## config.mk

```make
export PLATFORM = sky130hd
export DESIGN_NAME = pipelined_addsub
export DESIGN_NICKNAME = d
export VERILOG_FILES = /design/src/rtl/pipelined_addsub.sv
export SDC_FILE = /design/constraint.sdc
export NUM_CORES = 1
export LEC_CHECK = 0
export CAP_MARGIN = 20
export CORE_ASPECT_RATIO = 1.2
export CORE_MARGIN = 10
export CORE_UTILIZATION = 60
export CTS_CLUSTER_SIZE = 40
export DETAILED_ROUTE_END_ITERATION = 10
export MAX_ROUTING_LAYER = met4
export PLACE_DENSITY = 0.91
export SETUP_SLACK_MARGIN = 0.05
export SYNTH_ARGS = -nofsm -noshare
export SYNTH_HDL_FRONTEND = slang
export SYNTH_SLANG_ARGS = --single-unit
```

## constraint.sdc

```tcl
create_clock -name clk -period 5.5 [get_ports clk]
set_input_delay 1.1 -clock clk [delete_from_list [all_inputs] [get_ports clk]]
set_output_delay 1.1 -clock clk [all_outputs]
set_load 0.02 [all_outputs]
```

## src/rtl/pipelined_addsub.sv

```systemverilog
// Pipelined WIDTH-bit add/subtract, split into STAGES carry-chain chunks with a valid/ready handshake.
// Optional signed saturation is compiled in when PIPELINED_ADDSUB_SAT_EN is defined.
module pipelined_addsub #(
  parameter int WIDTH  = 32,
  parameter int STAGES = 4
) (
  input  logic             clk,
  input  logic             rst,
  input  logic             in_valid,
  output logic             in_ready,
  input  logic [WIDTH-1:0] a,
  input  logic [WIDTH-1:0] b,
  input  logic             sub,
  input  logic             sat,
  output logic             out_valid,
  input  logic             out_ready,
  output logic [WIDTH-1:0] result,
  output logic             c_out,
  output logic             ovf,
  output logic             zero
);
  localparam int CW   = WIDTH / STAGES;
  localparam int LAST = STAGES - 1;

  if ((STAGES < 1) || (STAGES > WIDTH) || (WIDTH % STAGES != 0)) begin : g_bad_params
    $error("pipelined_addsub: WIDTH must be a multiple of STAGES and 1 <= STAGES <= WIDTH");
  end

  // The whole pipeline moves as one unit; only a held output stalls it.
  logic adv;
  assign adv      = !(out_valid && !out_ready);
  assign in_ready = adv;

  for (genvar k = 0; k < STAGES; k++) begin : g_stage
    localparam int RW = WIDTH - k * CW;  // operand bits from this chunk upward

    logic [RW-1:0]       src_a;
    logic [RW-1:0]       src_b;
    logic                src_c;
    logic                src_v;
    logic [CW:0]         chunk;
    logic [(k+1)*CW-1:0] sum_next;
    logic [(k+1)*CW-1:0] s_q;
    logic                c_q;
    logic                v_q;
`ifdef PIPELINED_ADDSUB_SAT_EN
    logic                src_sat;
    logic                sat_q;
`endif

    assign chunk = {1'b0, src_a[CW-1:0]} + {1'b0, src_b[CW-1:0]} + {{CW{1'b0}}, src_c};

    if (k == 0) begin : g_first
      assign src_a    = a;
      assign src_b    = b ^ {WIDTH{sub}};
      assign src_c    = sub;
      assign src_v    = in_valid;
      assign sum_next = chunk[CW-1:0];
`ifdef PIPELINED_ADDSUB_SAT_EN
      assign src_sat  = sat;
`endif
    end else begin : g_next
      assign src_a    = g_stage[k-1].g_skew.a_q;
      assign src_b    = g_stage[k-1].g_skew.b_q;
      assign src_c    = g_stage[k-1].c_q;
      assign src_v    = g_stage[k-1].v_q;
      assign sum_next = {chunk[CW-1:0], g_stage[k-1].s_q};
`ifdef PIPELINED_ADDSUB_SAT_EN
      assign src_sat  = g_stage[k-1].sat_q;
`endif
    end

    // NOTE: datapath registers are reset as well, so the result fields read 0 straight out of reset.
    always_ff @(posedge clk or negedge rst) begin
      if (!rst) begin
        v_q <= 1'b0;
        c_q <= 1'b0;
        s_q <= '0;
      end else if (adv) begin
        v_q <= src_v;
        c_q <= chunk[CW];
        s_q <= sum_next;
      end
    end

`ifdef PIPELINED_ADDSUB_SAT_EN
    always_ff @(posedge clk or negedge rst) begin
      if (!rst)     sat_q <= 1'b0;
      else if (adv) sat_q <= src_sat;
    end
`endif

    if (k < LAST) begin : g_skew
      logic [RW-CW-1:0] a_q;
      logic [RW-CW-1:0] b_q;

      always_ff @(posedge clk or negedge rst) begin
        if (!rst) begin
          a_q <= '0;
          b_q <= '0;
        end else if (adv) begin
          a_q <= src_a[RW-1:CW];
          b_q <= src_b[RW-1:CW];
        end
      end
    end else begin : g_msb
      logic cmsb_q;  // carry into the result MSB
`ifdef PIPELINED_ADDSUB_SAT_EN
      logic a_msb_q;

      always_ff @(posedge clk or negedge rst) begin
        if (!rst)     a_msb_q <= 1'b0;
        else if (adv) a_msb_q <= src_a[CW-1];
      end
`endif

      always_ff @(posedge clk or negedge rst) begin
        if (!rst)     cmsb_q <= 1'b0;
        else if (adv) cmsb_q <= src_a[CW-1] ^ src_b[CW-1] ^ chunk[CW-1];
      end
    end
  end

  logic [WIDTH-1:0] wrapped;
  assign wrapped   = g_stage[LAST].s_q;
  assign out_valid = g_stage[LAST].v_q;
  assign c_out     = g_stage[LAST].c_q;
  assign ovf       = g_stage[LAST].g_msb.cmsb_q ^ g_stage[LAST].c_q;

`ifdef PIPELINED_ADDSUB_SAT_EN
  localparam logic [WIDTH-1:0] SMIN = WIDTH'(1) << (WIDTH - 1);
  localparam logic [WIDTH-1:0] SMAX = ~SMIN;

  // NOTE: result gets its default first so this block can never infer a latch.
  always_comb begin
    result = wrapped;
    if (g_stage[LAST].sat_q && ovf)
      result = g_stage[LAST].g_msb.a_msb_q ? SMIN : SMAX;
  end
`else
  logic unused_sat;
  assign unused_sat = sat;
  assign result     = wrapped;
`endif

  // Gated by out_valid so an empty pipeline does not report a zero result.
  assign zero = out_valid && (result == '0);

endmodule
```

==> flow_summary.toml, run 1 <==
[run_status]
status = "complete, no violations"

[grt]
grt_pass1_wl_um = 31900
grt_antenna_before_repair = 0
grtUsageTotal_pct = 21.1
grt_pass1_vias = 6620
gr-total-overflow = 0
grt_max_degree = 145

[min_path]
hold_path.class = "register to register"

[routing]
viasPerCell = 5.51
postRouteAntennaNets = 0
wl_um = 20200
drt_iter0_drc = 702
routedWlPerCell_um = 16.9
num_vias = 6609
dr.pass1.iters = 5
drc_errors = 0

[sta]
worst_pin_slew_ns = 0.879
fin_crit_sh_pct = 65.0
fmax_ghz = 0.280
slew_headroom_pct = 41.4
finClkSkew_ns = 0.00782
setup_violations = 0
hold_violations = 0
rsz0062_at_grt = "false"
slew_violations = 0
period_minus_slack_ns = 3.58
fin_tns_setup_ns = 0

[final_layout]
register_area_um2 = 4630
layout-drive-gt1-share_pct = 4.47
syn_to_final_growth_pct = 21.1
layout.nets = 1121
multi_input_comb_area_um2 = 3520
fillers = 909
postLayoutCellArea_um2 = 10200
diodes = 0

[logic_synthesis]
synth_edf_count = 0
netlist.area_leader.share_pct = 55.2
ys_types = 38
syn_area_um2 = 8390
synth_fp_nets = 1035
synthArstFlopShare_pct = 100
synth.most_common_cell = "nand2_1"
synth-seq-cells = 185
synth_area_leaders = "dfrtp_1, nand2_1, ha_1, o21ai_1, xnor2_1"
syn_inst = 930
synthTopCellsByCount = "nand2_1, dfrtp_1, o21ai_1"
synth_top_area_cell = "dfrtp_1"
synth_ff_type = "dfrtp_1"
syn_avg_cell_area_um2 = 9.02
ys.warnings.count = 0
seq_area_frac_synth_pct = 55.2

[floorplan]
die_area_um2 = 19100
rows = 47
num_io_pins = 107
die_w_um = 128
die_h_um = 150
start_util_pct = 61.0
coreArea_um2 = 13800

[setup_path]
crit_chain = "clkdlybuf4s50_1 -> nor2b_4 -> inv_4 -> clkdlybuf4s50_1"
worstPathRequired_ns = 4.40
critPathLaunchType = "input pin"
cp_common_cell = "clkdlybuf4s50_1"
max_stage_delay_ns = 0.55
slowest_stage = "clkdlybuf4s50_1"
r2r_slack_ns = 3.01
cp-end-kind = "output port"
arrival_ns = 2.48
criticalPathCategory = "input pin to output port"
path_max_fanout = 14

[pwr]
peakVddDrop_v = 0.000317
total_leakage_power_nw = 4.91
power.density_nw_per_um2 = 596

[clock_tree]
post_cts_resize_count = 0
clkTransAtPathRegs_ns = 0.06
clock_sinks = 185
cts_tree = "built"
h-tree-depth = 4
clk_latency_ns = 0.43
cts_buffers = 17
clockRootBuffer = "clkbuf_16"
clockBufferDepth = 2
cts.hold.buffers_added = 0
cts_setup_buffers = 0

[place]
port_buffers = 105
gp_congestion = 0.851
dp_hpwl_um = 12200
dpl_cell_area_um2 = 9500

[job]
maxCapViolations = 0
==> through the flow <==
step / std cells / hold WS, ns / worst slack, ns / utilization, % / total power [mW]
2_1_floorplan: 930 / 0.430 / 2.59 / - / 3.91
3_3_place_gp: 1166 / 0.445 / 1.94 / 69.0 / 4.54
3_5_place_dp: 1166 / 0.453 / 1.88 / 69.0 / 4.69
4_1_cts: 1198 / 0.467 / 1.93 / 73.4 / 6.00
5_1_grt: 1200 / 0.486 / 1.86 / 73.8 / 6.46
6_report: 1200 / 0.468 / 1.92 / 73.8 / 6.05
==> cell usage in the layout (no fill, tap or decap), drive strengths merged, types with 14 or more instances in the layout <==
| master | n |
|---|---|
| xor2 | 19 |
| clkdlybuf4s50 | 103 |
| nor2 | 16 |
| nand2 | 438 |
| dfrtp | 185 |
| xnor2 | 28 |
| o21ai | 56 |
| ha | 28 |
| nor3 | 14 |
| a21oi | 21 |
| clkbuf | 22 |
==> flip-flops by register name, summed over array words and instances (netlist names) <==
name / count
g_stage.g_skew.b_q: 48
g_stage.s_q: 48
out_valid: 1
g_stage.g_msb.cmsb_q: 1
g_stage.g_skew.a_q: 48
c_out: 1
g_stage.v_q: 3
g_stage.c_q: 3
result: 32
==> cell families after synthesis <==
family / Yosys count / synth area share (%)
AND/OR/NAND/NOR: 493 / 23.1
flip-flops: 185 / 55.2
adder cells (fa/ha/maj): 35 / 5.85
buffers and inverters: 56 / 2.88
AO/OA/AOI/OAI: 113 / 7.95
XOR/XNOR: 47 / 4.91
multiplexers: 1 / 0.164
==> power by group <==
| group | leakage, nW | internal [mW] | total (mW) | switching, mW |
|---|---|---|---|---|
| clock network | 0.291 | 0.716 | 1.23 | 0.514 |
| logic | 2.38 | 1.00 | 2.41 | 1.41 |
| registers | 2.24 | 1.97 | 2.40 | 0.434 |
==> layout make-up <==
class / instances / area share (%)
clock buffers: 21 / 4.73
clock inverters: 11 / 1.18
inverters: 11 / 0.431
multi-input cells: 689 / 34.7
flip-flops and latches: 185 / 45.6
well taps: 171 / 2.11
repair buffers: 112 / 11.2
==> layer usage <==
layer / vias up / wire (µm) / GRT usage, %
li1: 3161 / - / -
met1: 3157 / 7930 / 23.9
met2: 242 / 10500 / 36.1
met3: 49 / 1240 / 4.03
met4: 0 / 559 / 8.51
met5: - / 0 / -
==> critical path, delay by kind of cell <==
family	cells	cell delay, ns
buffers and inverters	3	1.03
AND/OR/NAND/NOR	1	0.34
==> path summary, 6_finish.rpt <==
check	end	cells past startpoint	start
worst max-delay path	in_ready	4	out_ready
worst min-delay path	g_stage[1].g_skew.b_q[12]	2	g_stage[1].g_skew.b_q[12]
worst max register to register	g_stage[2].s_q[22]	7	g_stage[1].c_q
worst min register to register	g_stage[1].g_skew.b_q[12]	2	g_stage[1].g_skew.b_q[12]
max in group asynchronous	out_valid	3	rst
min in group asynchronous	g_stage[0].c_q	1	rst
No activity file was read; power rests on OpenSTA's default activity.
==> run 2, diff against run 1 <==
- CORE_UTILIZATION: 60 -> 56
- PLACE_DENSITY: 0.91 -> 0.86
- clock period: 5.5 -> 3.5 ns (I/O delays scaled with it)
==> run 2 against run 1 <==
  * Setup slack got worse by 1.4 ns
  * Highest routed layer unchanged
  * Register-to-register slack worse by 1.9 ns
  * Combinational power up 51%
  * Wire length decreased by 13%
  * Critical endpoint is now zero
  * Largest cell class unchanged
  * Non-clock buffer count up 1
  * First-iteration DRC count decreased by 17%
  * Worst hold slack worse by 0.18 ns
  * Critical path depth unchanged
  * Clock skew is 0.0033 ns lower
  * Power grew 51%
==> flow_summary.toml, run 2 (synthesis gave the netlist of run 1 again) <==
[clock_tree]
post_cts_resize_count = 0
cts_setup_buffers = 0
cts.hold.buffers_added = 0
clk_latency_ns = 0.42
h-tree-depth = 4
clockBufferDepth = 2
cts_tree = "built"
cts_buffers = 17
clock_sinks = 185
clockRootBuffer = "clkbuf_16"
clkTransAtPathRegs_ns = 0.07

[sta]
fin_tns_setup_ns = 0
worst_pin_slew_ns = 0.907
rsz0062_at_grt = "false"
slew_violations = 0
setup_ws_ns = 0.528
fin_crit_sh_pct = 84.9
setup_violations = 0
slew_headroom_pct = 39.5
period_minus_slack_ns = 2.97
hold_violations = 0
finClkSkew_ns = 0.00456
fmax_ghz = 0.337

[routing]
drt_iter0_drc = 581
routedWlPerCell_um = 14.3
postRouteAntennaNets = 0
drc_errors = 0
num_vias = 6278
dr.pass1.iters = 5
viasPerCell = 5.10
wl_um = 17600

[place]
dp_cells = 1198
gp_congestion = 0.824
dp_hpwl_um = 11800
port_buffers = 105
dp_worst_setup_slack_ns = 0.614

[pwr]
total_leakage_power_nw = 4.86
power.density_nw_per_um2 = 902
power_frac_comb_pct = 39.8
swShare_pct = 39.0
p_int_mw = 5.57
p_switching_mw = 3.56
peakVddDrop_v = 0.000506
clkPwrFrac_pct = 19.2
seqPwrFrac_pct = 40.9
power.total_mw = 9.13

[job]
maxCapViolations = 0

[floorplan]
num_io_pins = 107
die_area_um2 = 20300
rows = 48
start_util_pct = 57.7
coreArea_um2 = 14500
die_w_um = 132
die_h_um = 154

[grt]
met3_usage_pct = 3.42
busiest_layer = "met2"
grt_use_met2_pct = 30.5
grt_antenna_before_repair = 0
grtUsageTotal_pct = 18.3
grt_pass1_wl_um = 30000
met1_usage_pct = 22.4
grt_pass1_vias = 6274
grt_max_degree = 223
gr-total-overflow = 0

[final_layout]
stdcell_count = 1230
register_area_um2 = 4630
layout-drive-gt1-share_pct = 4.56
utilization_pct = 69.7
biggestRegsByFlops = "g_stage.g_skew.a_q: 48 flops, g_stage.g_skew.b_q: 48 flops, g_stage.s_q: 48 flops"
diodes = 0
fillers = 1071
layout.nets = 1122
multi_input_comb_area_um2 = 3520
final_common_cell = "nand2_1"
final_cell_mix = "nand2_1, dfrtp_1, clkdlybuf4s50_1"
syn_to_final_growth_pct = 20.7

[setup_path]
arrival_ns = 2.27
criticalPathCategory = "register to output port"
crit_chain = "nor4_1 -> nand4_1 -> nor3_1 -> clkdlybuf4s50_1"
cp-end-kind = "output port"
r2r_slack_ns = 1.10
worst-path-buf-inv = 1
critPathLaunchType = "register"
path_max_fanout = 3
slowest_stage = "clkdlybuf4s50_1"
worstPathRequired_ns = 2.80
cpLargestDelayFamily = "simple AND/OR/NAND/NOR gates"
max_stage_delay_ns = 0.64

[min_path]
hold_path.class = "input pin to asynchronous set/reset pin"

[run_status]
status = "complete, no violations"
-- run 2: cell types whose count changed in the layout (fill, tap and decap cells not counted) --
cell	before	now
inv_6	0	5
clkbuf_8	5	1
clkinvlp_4	3	7
clkinv_2	4	1
buf_12	0	2
buf_16	2	0
bufinv_16	2	0
buf_4	5	6
-- run 2: area by class of cell --
type / count / area share [%]
multi-input cells: 689 / 34.8
clock inverters: 15 / 1.17
well taps: 200 / 2.47
repair buffers: 113 / 11.2
flip-flops and latches: 185 / 45.7
inverters: 11 / 0.432
clock buffers: 17 / 4.20
-- run 2: routing by layer --
metal  routed length (µm)  vias up
li1                     -     3170
met1                 7680     2944
met2                 9070      144
met3                  648       20
met4                  236        0
met5                    0        -
-- run 2: worst paths after layout --
kind,startpoint,endpoint,depth (start not counted)
min in group clk,g_stage[2].v_q,out_valid,1
max reg2reg,g_stage[1].c_q,g_stage[2].s_q[22],7
min reg2reg,g_stage[2].v_q,out_valid,1
max in group asynchronous,rst,g_stage[1].s_q[5],2
min,rst,g_stage[0].s_q[7],1
max,result[0],zero,4
-- run 2: stage by stage --
| stage | area [µm²] | hold WS, ns |
|---|---|---|
| floorplan | 8390 | 0.404 |
| global placement | 9580 | 0.444 |
| detailed placement | 9580 | 0.452 |
| CTS | 10100 | 0.345 |
| global route | 10100 | 0.379 |
| finish | 10100 | 0.291 |
-- run 2: power by group through the flow --
stage / Clock (mW) / Combinational, mW / Sequential (mW)
5_1_grt: 1.87 / 4.12 / 3.86
3_3_place_gp: 0 / 3.46 / 3.71
6_report: 1.76 / 3.64 / 3.74
3_5_place_dp: 0 / 3.59 / 3.76
4_1_cts: 1.78 / 3.67 / 3.74
2_1_floorplan: 0 / 2.34 / 3.81
